**src/rtl/gpio_cfg_regfile.sv**
```systemverilog
// GPIO-bus configuration register file: synchronises a slow asynchronous write bus,
// decodes triggers, shifting config registers, readback snapshots and error counting.
// Optional shadow/commit staging of config registers is enabled by defining CFG_SHADOW_EN.
module gpio_cfg_regfile #(
  parameter int ADDR_W      = 16,
  parameter int DATA_W      = 8,
  parameter int REG_W       = 32,
  parameter int NUM_REGS    = 20,
  parameter int TRIG_N      = 2,
  parameter int RB_BASE     = 16'h0100,
  parameter int RB_N        = 4,
  parameter int COMMIT_ADDR = 16'hFFFF
) (
  input  logic                         clk,
  input  logic                         rst,
  input  logic [ADDR_W+DATA_W:0]       gpio_in,
  input  logic [RB_N*REG_W-1:0]        rb_in,
  output logic [NUM_REGS*REG_W-1:0]    cfg_o,
  output logic [TRIG_N-1:0]            trig_o,
  output logic [REG_W-1:0]             rd_data,
  output logic                         rd_valid,
  output logic [7:0]                   err_cnt
);

  localparam int NCFG = NUM_REGS - TRIG_N;
  localparam int AD_W = ADDR_W + DATA_W;

  logic              r_s1, r_s2, r_s3;
  logic [AD_W-1:0]   r_ad1, r_ad2;
  logic [1:0]        r_fill;
  logic              r_stb;
  logic [ADDR_W-1:0] r_wa;
  logic [DATA_W-1:0] r_wd;
  logic [REG_W-1:0]  r_act [NCFG];
`ifdef CFG_SHADOW_EN
  logic [REG_W-1:0]  r_shd [NCFG];
`endif

  logic w_stb, w_is_trig, w_is_cfg, w_is_rb, w_is_cmt;

  // Strobe is held off until every synchroniser stage holds a post-reset sample,
  // so a w_clk already high at reset release is not mistaken for a rising edge.
  assign w_stb = r_s2 & ~r_s3 & (r_fill == 2'd3);

  assign w_is_trig = (r_wa < ADDR_W'(TRIG_N));
  assign w_is_cfg  = !w_is_trig && (r_wa < ADDR_W'(NUM_REGS));
  assign w_is_rb   = (r_wa >= ADDR_W'(RB_BASE)) && (r_wa < ADDR_W'(RB_BASE + RB_N));
  assign w_is_cmt  = (r_wa == ADDR_W'(COMMIT_ADDR));

  function automatic logic [REG_W-1:0] f_shift(input logic [REG_W-1:0] v,
                                               input logic [DATA_W-1:0] d);
    return (v << DATA_W) | REG_W'(d);
  endfunction

  always_ff @(posedge clk or negedge rst) begin
    if (!rst) begin
      r_s1   <= 1'b0;
      r_s2   <= 1'b0;
      r_s3   <= 1'b0;
      r_ad1  <= '0;
      r_ad2  <= '0;
      r_fill <= 2'd0;
      r_stb  <= 1'b0;
      r_wa   <= '0;
      r_wd   <= '0;
    end else begin
      r_s1  <= gpio_in[AD_W];
      r_s2  <= r_s1;
      r_s3  <= r_s2;
      r_ad1 <= gpio_in[AD_W-1:0];
      r_ad2 <= r_ad1;
      if (r_fill != 2'd3) r_fill <= r_fill + 2'd1;
      r_stb <= w_stb;
      r_wa  <= r_ad2[ADDR_W-1:0];
      r_wd  <= r_ad2[ADDR_W +: DATA_W];
    end
  end

  always_ff @(posedge clk or negedge rst) begin
    if (!rst) begin
      trig_o   <= '0;
      rd_data  <= '0;
      rd_valid <= 1'b0;
      err_cnt  <= 8'd0;
      for (int i = 0; i < NCFG; i++) begin
        r_act[i] <= '0;
`ifdef CFG_SHADOW_EN
        r_shd[i] <= '0;
`endif
      end
    end else begin
      trig_o   <= '0;
      rd_valid <= 1'b0;
      if (r_stb) begin
        if (w_is_trig) begin
          for (int t = 0; t < TRIG_N; t++)
            if (r_wa == ADDR_W'(t)) trig_o[t] <= 1'b1;
        end else if (w_is_cfg) begin
          for (int i = 0; i < NCFG; i++)
            if (r_wa == ADDR_W'(i + TRIG_N)) begin
`ifdef CFG_SHADOW_EN
              r_shd[i] <= f_shift(r_shd[i], r_wd);
`else
              r_act[i] <= f_shift(r_act[i], r_wd);
`endif
            end
        end else if (w_is_rb) begin
          for (int k = 0; k < RB_N; k++)
            if (r_wa == ADDR_W'(RB_BASE + k)) rd_data <= rb_in[k*REG_W +: REG_W];
          rd_valid <= 1'b1;
        end else if (w_is_cmt) begin
`ifdef CFG_SHADOW_EN
          for (int i = 0; i < NCFG; i++) r_act[i] <= r_shd[i];
`endif
        end else if (err_cnt != 8'hFF) begin
          err_cnt <= err_cnt + 8'd1;
        end
      end
    end
  end

  // Trigger addresses have no storage; their cfg_o lanes are tied low.
  for (genvar g = 0; g < NUM_REGS; g++) begin : g_lane
    if (g < TRIG_N) begin : g_trig
      assign cfg_o[g*REG_W +: REG_W] = '0;
    end else begin : g_cfg
      assign cfg_o[g*REG_W +: REG_W] = r_act[g-TRIG_N];
    end
  end

endmodule

```
**config.mk**
```make
export PLATFORM = sky130hd
export DESIGN_NAME = gpio_cfg_regfile
export DESIGN_NICKNAME = d
export VERILOG_FILES = /design/src/rtl/gpio_cfg_regfile.sv
export SDC_FILE = /design/constraint.sdc
export NUM_CORES = 1
export LEC_CHECK = 0
export ABC_CLOCK_PERIOD_IN_PS = 3100
export BUFFER_PORTS_ARGS = -buffer_cell sky130_fd_sc_hd__buf_2
export CAP_MARGIN = 20
export CORE_AREA = 2 2 323 325
export CTS_BUF_LIST = sky130_fd_sc_hd__clkbuf_16
export CTS_CLUSTER_DIAMETER = 200
export CTS_CLUSTER_SIZE = 20
export DETAILED_ROUTE_END_ITERATION = 12
export DIE_AREA = 0 0 325 327
export GPL_TIMING_DRIVEN = 0
export SYNTH_ARGS = -nofsm -noshare
export SYNTH_HDL_FRONTEND = slang
export SYNTH_SLANG_ARGS = --single-unit
export TNS_END_PERCENT = 1
```
**constraint.sdc**
```tcl
create_clock -name clk -period 3.1 [get_ports clk]
set_input_delay 0.93 -clock clk [delete_from_list [all_inputs] [get_ports clk]]
set_output_delay 0.93 -clock clk [all_outputs]
set_load 0.02 [all_outputs]
```
==> results.toml, run 1 <==
[run_status]
status = "finished, final reports clean"

[hold_path]
hold_path_class = "in2async"

[logic_synthesis]
yosysWarningCount = 0
syn_avg_cell_area_um2 = 16.03
yosysTopAreaCell = "dfrtp_1"
synth_top_area_share = 0.6424
netlist_area_mm2 = 0.02715
yosysSeqAreaShare = 0.6424
synth.distinct_cells = 39
synth-seq-cells = 697
syn_inst = 1694
synth.area.top_cells = "dfrtp_1 (64%), mux2_1 (18%), mux2_2 (5.2%)"

[clock_network]
htreeDepth = 2
clock_latency_ns = 0.61
cts_tree = "done"
cts_root_buf = "clkbuf_16"
ctsHoldBuffers = 0
cts_buffers = 40
cts_max_path_buffers = 3
cts.sinks = 697
clk_pin_slew_ns = 0.08

[power_and_ir_drop]
p_sw_uw = 3596
clockPowerShare = 0.352
powerDensity_mw_per_mm2 = 448.0
irDropWorstVdd_mv = 0.3824
leakage_uw = 0.01922
p_seq_frac = 0.603
power_frac_comb = 0.045
p_int_uw = 11790
netSwitchingFraction = 0.2338

[floorplan]
die_y_um = 327
io_pins = 838
start_util = 0.2639
rows = 118
dieArea_mm2 = 0.1063
die_x_um = 325
coreArea_mm2 = 0.1029

[final_layout]
regArea_mm2 = 0.01744
stdcell_count = 3967
multi_input_area_mm2 = 0.008777
syn_to_final_growth_pct = 26.45
final_cell_mix = "buf_2 (802), dfrtp_1 (697), mux2_1 (424), mux2_2 (126), buf_4 (75)"
final_common_cell = "buf_2"
nNetsFinal = 2740
final_util = 0.3336
fillCellCount = 10250
drive_above_1_share = 0.4530

[sta]
worstMarginPinSlew_ns = 1.124
final.min_clock_period_ns = 2.860
drv_slew = 0
fin_skew_ns = 0.03548
final-hold-violation-count = 0
max_slew_margin = 0.2508
rsz0062_at_grt = "false"
timing.hold.ws_ns = 0.3128
final-setup-viol-count = 0
fmax_mhz = 349.7
min_period_over_period = 0.9225

[global_route]
grt_pass1_wl_um = 120800
track_usage = 0.1525
first_global_vias = 17120
gr-total-overflow = 0
antenna_found_initial = 23
grt_max_degree = 121

[drt]
dr_total_vias = 17160
dr.pass1.iters = 5
wl_per_cell_um = 21.16
viasPerCell = 4.326
ant_nets = 0
routed_wl_um = 83960
drt_iter0_drc = 659
drc = 0

[worst_setup_path]
crit_required_ns = 3.58
cp_max_fo = 10
path_class = "reg2reg"
cp.arrival_ns = 3.34
start_kind = "flip-flop"
end_kind = "flip-flop"

[placement]
globalplace.congestion = 0.8439
numPortBuffers = 773
hpwl_um = 65090
placed_cells = 3919

[run]
maxCapViolations = 0
==> final cells by class <==
type                    count  area share
flip-flops and latches    697      0.5080
clock inverters             3   0.0006560
diodes                      2   0.0001458
plain buffers             162     0.03480
multi-input cells         896      0.2556
clock buffers              41     0.02988
well taps                1380     0.05029
repair buffers            785      0.1205
inverters                   1   0.0001093
==> worst paths after layout <==
check	slack, ns	cells past startpoint	from	to
setup reg to reg	0.24	6	r_wa[11]	cfg_o[159]
max in group asynchronous	0.75	4	rst	cfg_o[489]
setup / recovery	0.24	6	r_wa[11]	cfg_o[159]
hold / removal	0.31	1	rst	cfg_o[317]
min in group clk	0.35	0	r_ad2[4]	r_wa[4]
hold reg to reg	0.35	0	r_ad2[4]	r_wa[4]
==> synth_stat cells <==
cell / n
and3_1: 8
or4b_1: 2
and4_1: 7
clkbuf_1: 22
buf_6: 35
nor2b_1: 3
xnor2_1: 8
mux2_4: 60
o31a_1: 1
mux2_1: 424
nand2_1: 42
dfrtp_1: 697
buf_4: 73
and3b_1: 3
nand2b_1: 1
nor3_2: 1
nor4_1: 4
and2_0: 1
nand3_1: 6
ha_1: 2
nand4_1: 9
nor4_4: 1
conb_1: 1
a41oi_1: 1
nor3_1: 5
mux2_2: 126
nor3_4: 3
o221ai_1: 32
nor4_2: 4
inv_1: 1
and4_4: 1
or4_4: 2
nor2_1: 36
and2_1: 4
o21ai_0: 1
buf_2: 33
or4_1: 1
or2_2: 1
a31oi_1: 32
==> metrics by stage <==
stage | setup TNS (ns) | setup WS [ns] | power, uW | area (um2)
2_1_floorplan | 0 | 0.7630 | 9695 | 27390
5_1_grt | 0 | 0.01323 | 16050 | 34330
4_1_cts | -0.004222 | -0.004222 | 15670 | 34270
6_report | 0 | 0.2403 | 15380 | 34330
3_3_place_gp | -9804.64 | -14.28 | 10120 | 32980
3_5_place_dp | -1.295 | -0.07299 | 10160 | 33220
==> what timing repair did <==
item | in CTS | in global routing
gates resized for setup | 1 | 7
setup endpoints to repair | 73 | 201
buffers inserted | 0 | 3
pin swaps | 1 | 2
==> worst max-delay path: stages (launching register included) <==
cell and delay (ns):
dfrtp_1 0.43, nor4_2 0.41, nand2_1 0.18, nor4_2 0.45, nand4_1 0.55, buf_2 0.42
mux2_2 0.30
==> logic make-up after synthesis <==
family	count (synthesis)	synth area share
flops	697	0.6424
mux	610	0.2613
buf+inv	164	0.04396
simple gates	145	0.03023
compound gates	67	0.01852
xor+xnor	8	0.002581
fa+ha+maj	2	0.0009215
other cells	1	0.0001381
==> power groups by stage <==
stage / Sequential (uW) / Clock, uW / Combinational, uW
2_1_floorplan: 9450 / 0 / 243
3_3_place_gp: 9460 / 0 / 664
3_5_place_dp: 9460 / 0 / 704
4_1_cts: 9270 / 5690 / 706
5_1_grt: 9290 / 6000 / 764
6_report: 9270 / 5420 / 689
==> state kept, by name (all words and copies together) (netlist names) <==
| name | count |
|---|---|
| r_stb | 1 |
| r_s3 | 1 |
| err_cnt | 8 |
| cfg_o | 576 |
| r_s1 | 1 |
| rd_valid | 1 |
| r_ad1 | 24 |
| r_wd | 8 |
| r_s2 | 1 |
| r_fill | 2 |
| trig_o | 2 |
| r_wa | 16 |
| r_ad2 | 24 |
| rd_data | 32 |
==> metal layers <==
| layer | global-route usage | wire length, um |
|---|---|---|
| met3 | 0.04499 | 5987 |
| met1 | 0.1968 | 36040 |
| met2 | 0.2500 | 39870 |
| met5 | 0 | 198 |
| met4 | 0.03986 | 1861 |
Power figures use the tool's default switching activity.
==> run 2, diff against run 1 <==
--- a/config.mk
+++ b/config.mk
@@ -5,16 +5,17 @@
 export SDC_FILE = /design/constraint.sdc
 export NUM_CORES = 1
 export LEC_CHECK = 0
-export ABC_CLOCK_PERIOD_IN_PS = 3100
+export ABC_CLOCK_PERIOD_IN_PS = 3500
 export BUFFER_PORTS_ARGS = -buffer_cell sky130_fd_sc_hd__buf_2
 export CAP_MARGIN = 20
-export CORE_AREA = 2 2 323 325
+export CORE_AREA = 2 2 330 332
 export CTS_BUF_LIST = sky130_fd_sc_hd__clkbuf_16
 export CTS_CLUSTER_DIAMETER = 200
 export CTS_CLUSTER_SIZE = 20
 export DETAILED_ROUTE_END_ITERATION = 12
-export DIE_AREA = 0 0 325 327
+export DIE_AREA = 0 0 332 334
 export GPL_TIMING_DRIVEN = 0
+export PLACE_DENSITY = 0.55
 export SYNTH_ARGS = -nofsm -noshare
 export SYNTH_HDL_FRONTEND = slang
 export SYNTH_SLANG_ARGS = --single-unit
==> constraint.sdc (replaced) <==
create_clock -name clk -period 3.5 [get_ports clk]
set_input_delay 1.05 -clock clk [delete_from_list [all_inputs] [get_ports clk]]
set_output_delay 1.05 -clock clk [all_outputs]
set_load 0.02 [all_outputs]
==> run 2 against run 1 <==
First-iteration DRC count down 7.6%. Highest routed layer unchanged. Count of clock-buffer cells in the layout unchanged. Final cell count up 0.96%. Largest power group unchanged. Hold slack better by 0.035 ns. Register-to-register slack better by 0.26 ns. Setup slack better by 0.26 ns.
==> results.toml, run 2 (synthesis gave the netlist of run 1 again) <==
[run_status]
status = "finished, final reports clean"

[clock_network]
cts_root_buf = "clkbuf_16"
cts.sinks = 697
clock_latency_ns = 0.62
cts_resized = 0
clk_pin_slew_ns = 0.10
cts_buffers = 40
cts_max_path_buffers = 3
cts_tree = "done"
post_cts_buffers = 0
htreeDepth = 2
ctsHoldBuffers = 0

[global_route]
grt_pass1_wl_um = 120400
grt_max_degree = 113
gr-total-overflow = 0
first_global_vias = 16910
track_usage = 0.1450
antenna_found_initial = 19

[placement]
globalplace.congestion = 0.8488
numPortBuffers = 773
placed_cells = 3955
hpwl_um = 64940

[floorplan]
io_pins = 838
coreArea_mm2 = 0.1078
rows = 121
start_util = 0.2519
die_x_um = 332
die_y_um = 334
dieArea_mm2 = 0.1109

[sta]
final-setup-viol-count = 0
final-hold-violation-count = 0
drv_slew = 0
worstMarginPinSlew_ns = 0.9970
max_slew_margin = 0.3354
fmax_mhz = 333.5
fin_skew_ns = 0.03944
final.min_clock_period_ns = 2.998
timing.hold.ws_ns = 0.3476
min_period_over_period = 0.8566
rsz0062_at_grt = "false"

[drt]
routed_wl_um = 83520
dr.pass1.iters = 4
ant_nets = 0
drc = 0
viasPerCell = 4.258
wl_per_cell_um = 20.85
dr_total_vias = 17050
wl_met1_um = 34660
dr.max_layer_used = "met5"
drt_iter0_drc = 609
wl_met2_um = 40680
wl_met3_um = 6513

[worst_setup_path]
crit_required_ns = 3.98
cpPeakStageDelay_ns = 0.58
end_kind = "flip-flop"
r2r_start = "r_wa[4]"
path_class = "reg2reg"
path_buf_inv = 2
cp_slowest_cell = "nor4_1"
cp_top_family = "simple AND/OR/NAND/NOR gates"
cp_cell_sequence = "nor4_1 -> clkbuf_1 -> nand2_1 -> nor3_4 -> buf_4 -> mux2_1"
cp.arrival_ns = 3.47
start_kind = "flip-flop"
cp_max_fo = 10
crit_path_start = "r_wa[4]"

[hold_path]
min-delay-start = "r_ad1[14]"
hold_path_class = "reg2reg"

[final_layout]
nNetsFinal = 2740
syn_to_final_growth_pct = 26.52
final_cell_mix = "buf_2 (805), dfrtp_1 (697), mux2_1 (424), mux2_2 (126), buf_4 (73)"
largest_reg_flops = 576
drive_above_1_share = 0.4518
stdcell_count = 4005
final_common_cell = "buf_2"

[power_and_ir_drop]
irDropWorstVdd_mv = 0.2723
leakage_uw = 0.01921
powerDensity_mw_per_mm2 = 396.7

[run]
maxCapViolations = 0
-- run 2: cell types whose count changed in the layout (fill, tap and decap cells not counted), sizes merged --
cell and delta:
buf +2, diode +4, clkbuf -2
-- run 2: worst register-to-register path, stage by stage (launching register included) --
cell,delay [ns]
dfrtp_1,0.46
nor4_1,0.59
clkbuf_1,0.39
nand2_1,0.17
nor3_4,0.57
buf_4,0.34
mux2_1,0.35
-- run 2: routing by layer --
| layer | GRT usage | vias up |
|---|---|---|
| li1 | - | 7642 |
| met1 | 0.1819 | 8735 |
| met2 | 0.2427 | 577 |
| met3 | 0.04592 | 89 |
| met4 | 0.03424 | 10 |
| met5 | 0 | - |
-- run 2: cell type report --
cell class                      count  area (um2)
Antenna cell                        6       15.01
Buffer                            163        1190
Clock buffer                       41        1026
Clock inverter                      3       22.52
Fill cell                       10900       73440
Inverter                            1       3.754
Multi-Input combinational cell    896        8753
Sequential cell                   697       17440
Tap cell                         1414        1769
Timing Repair Buffer              784        4131
-- run 2: report_power, final --
group	leakage, uW	internal, uW	total [uW]	switching, uW
logic	0.00931	220	618	398
clock network	0.000518	2100	4800	2700
registers	0.00938	8120	8210	88.2
-- run 2: final timing paths --
path / to / slack [ns] / cells after the start
worst max register to register: cfg_o[289] / 0.50 / 6
max in group asynchronous: cfg_o[570] / 0.93 / 4
worst min register to register: r_ad2[14] / 0.35 / 0
worst min-delay path: r_ad2[14] / 0.35 / 0
worst max-delay path: cfg_o[289] / 0.50 / 6
min in group asynchronous: cfg_o[157] / 0.48 / 1
-- run 2: through the flow --
stage          setup slack [ns]  power, uW  utilization  setup TNS, ns  instance area (um2)
5_1_grt                  0.1902      14260       0.3186              0                34350
3_3_place_gp             -14.16       8973       0.3064       -9736.43                33030
3_5_place_dp             0.2426       9004       0.3088              0                33290
4_1_cts                  0.3809      13930       0.3186              0                34340
6_report                 0.5017      13630       0.3187              0                34350
2_1_floorplan             1.163       8587            -              0                27390
==> run 3, diff against run 2 <==
--- a/config.mk
+++ b/config.mk
@@ -8,14 +8,14 @@
 export ABC_CLOCK_PERIOD_IN_PS = 3500
 export BUFFER_PORTS_ARGS = -buffer_cell sky130_fd_sc_hd__buf_2
 export CAP_MARGIN = 20
-export CORE_AREA = 2 2 330 332
+export CORE_AREA = 2 2 326 328
 export CTS_BUF_LIST = sky130_fd_sc_hd__clkbuf_16
 export CTS_CLUSTER_DIAMETER = 200
 export CTS_CLUSTER_SIZE = 20
 export DETAILED_ROUTE_END_ITERATION = 12
-export DIE_AREA = 0 0 332 334
+export DIE_AREA = 0 0 328 330
 export GPL_TIMING_DRIVEN = 0
-export PLACE_DENSITY = 0.55
+export PLACE_DENSITY = 0.56
 export SYNTH_ARGS = -nofsm -noshare
 export SYNTH_HDL_FRONTEND = slang
 export SYNTH_SLANG_ARGS = --single-unit
==> run 3 against run 2 <==
Final cell count is 0.72% lower. Sequential share of layout area rose by 0.11 points. Combinational power about the same. Non-clock buffer count down 1. Critical path depth unchanged. Count of clock-buffer cells in the layout down 1. Total power is 0.16% lower. First-iteration DRC count grew 29%. Sequential power hardly changed.
==> results.toml, run 3 (synthesis gave the netlist of run 1 again) <==
[power_and_ir_drop]
power_frac_comb = 0.046
p_sw_uw = 3203
netSwitchingFraction = 0.2354
total_power_uw = 13610
p_int_uw = 10400
clockPowerShare = 0.351
p_seq_frac = 0.603
powerDensity_mw_per_mm2 = 397.0
leakage_uw = 0.01919
irDropWorstVdd_mv = 0.3376

[sta]
min_period_over_period = 0.8324
worstMarginPinSlew_ns = 0.9358
final.min_clock_period_ns = 2.913
drv_slew = 0
final-setup-viol-count = 0
fmax_mhz = 343.3
rsz0062_at_grt = "false"
max_slew_margin = 0.3761
setup_tns_ns = 0
final-hold-violation-count = 0
fin_skew_ns = 0.04006

[drt]
viasPerCell = 4.295
ant_nets = 0
routed_wl_um = 84380
drc = 0
dr.pass1.iters = 4
drt_iter0_drc = 786
dr_total_vias = 17080
wl_per_cell_um = 21.22

[final_layout]
final_common_cell = "buf_2"
drive_above_1_share = 0.4528
final_area_mm2 = 0.03428
nNetsFinal = 2739
final_cell_mix = "buf_2 (805), dfrtp_1 (697), mux2_1 (424), mux2_2 (126), buf_4 (75)"
syn_to_final_growth_pct = 26.24
final_util = 0.3275
largest_reg_flops = 576

[clock_network]
cts_root_buf = "clkbuf_16"
clk_pin_slew_ns = 0.09
htreeDepth = 2
ctsHoldBuffers = 0
cts_tree = "done"
cts_max_path_buffers = 3
cts_buffers = 40
cts.sinks = 697
clock_latency_ns = 0.63
cts_resized = 0

[placement]
dpl_cell_area_mm2 = 0.03321
hpwl_um = 64520
globalplace.congestion = 0.8664
numPortBuffers = 773

[floorplan]
start_util = 0.2594
rows = 119
dieArea_mm2 = 0.1082
die_x_um = 328
die_y_um = 330
coreArea_mm2 = 0.1047
io_pins = 838

[global_route]
gr-total-overflow = 0
track_usage = 0.1485
grt_pass1_wl_um = 119100
first_global_vias = 16820
grt_max_degree = 119
antenna_found_initial = 12

[worst_setup_path]
cp_max_fo = 10
crit_required_ns = 3.99
start_kind = "flip-flop"
end_kind = "flip-flop"
path_class = "reg2reg"
cp.arrival_ns = 3.40

[hold_path]
hold_path_class = "reg2reg"

[run]
maxCapViolations = 0

[run_status]
status = "finished, final reports clean"
==> run 3: changes by cell type in the layout (fill, tap and decap cells not counted), moves of 2 or more <==
cell and delta:
diode_2 -5, clkbuf_2 +3, buf_8 -2, clkbuf_1 -3, buf_4 +2
==> run 3: what timing repair did <==
action                                  CTS  global route
hold endpoints to repair                  0             0
endpoints found under the setup margin    9             0
buffers inserted                          2             0
==> run 3: critical path: stages, from the launching register on <==
cell and delay (ns):
dfrtp_1 0.42, or4_1 0.65, nor4_4 0.59, buf_2 0.37, mux2_1 0.43, o221ai_1 0.20
a31oi_1 0.11
==> run 3: final timing paths <==
check / slack, ns / cells after the start / start / endpoint
setup / recovery: 0.59 / 6 / r_wa[14] / rd_data[1]
hold / removal: 0.35 / 0 / r_ad2[14] / r_wa[14]
setup reg to reg: 0.59 / 6 / r_wa[14] / rd_data[1]
hold reg to reg: 0.35 / 0 / r_ad2[14] / r_wa[14]
max in group asynchronous: 0.82 / 4 / rst / cfg_o[128]
min in group asynchronous: 0.52 / 1 / rst / cfg_o[120]
==> run 3: power by group through the flow <==
stage | logic (uW) | registers [uW] | clock network, uW
global route | 687 | 8230 | 5280
global placement | 606 | 8380 | 0
finish | 620 | 8210 | 4780
floorplan | 215 | 8370 | 0
CTS | 637 | 8210 | 5020
detailed placement | 636 | 8370 | 0
==> run 3: area by class of cell <==
class / count / area [um2]
well taps: 1391 / 1740
clock inverters: 4 / 52.55
diodes: 1 / 2.502
flip-flops and latches: 697 / 17440
plain buffers: 163 / 1194
inverters: 1 / 3.754
clock buffers: 40 / 1001
multi-input cells: 896 / 8753
repair buffers: 783 / 4089
fillers: 10470 / 70390
==> run 3: per-layer routing <==
| layer | wire length [um] | global-route usage | up-vias |
|---|---|---|---|
| li1 | - | - | 7618 |
| met1 | 35860 | 0.1927 | 8817 |
| met2 | 40610 | 0.2439 | 544 |
| met3 | 6420 | 0.04702 | 84 |
| met4 | 1396 | 0.02912 | 14 |
| met5 | 97 | 0 | - |
==> run 3: metrics by stage <==
stage | setup WS [ns] | instances | hold slack, ns
final | 0.5867 | 3976 | 0.3465
after global routing | 0.2947 | 3975 | 0.3493
after CTS | 0.3810 | 3975 | 0.3429
after detailed placement | -0.06173 | 3929 | 0.3347
after global placement | -14.09 | 3921 | 0.3327
after floorplan | 1.163 | 1757 | 0.3312
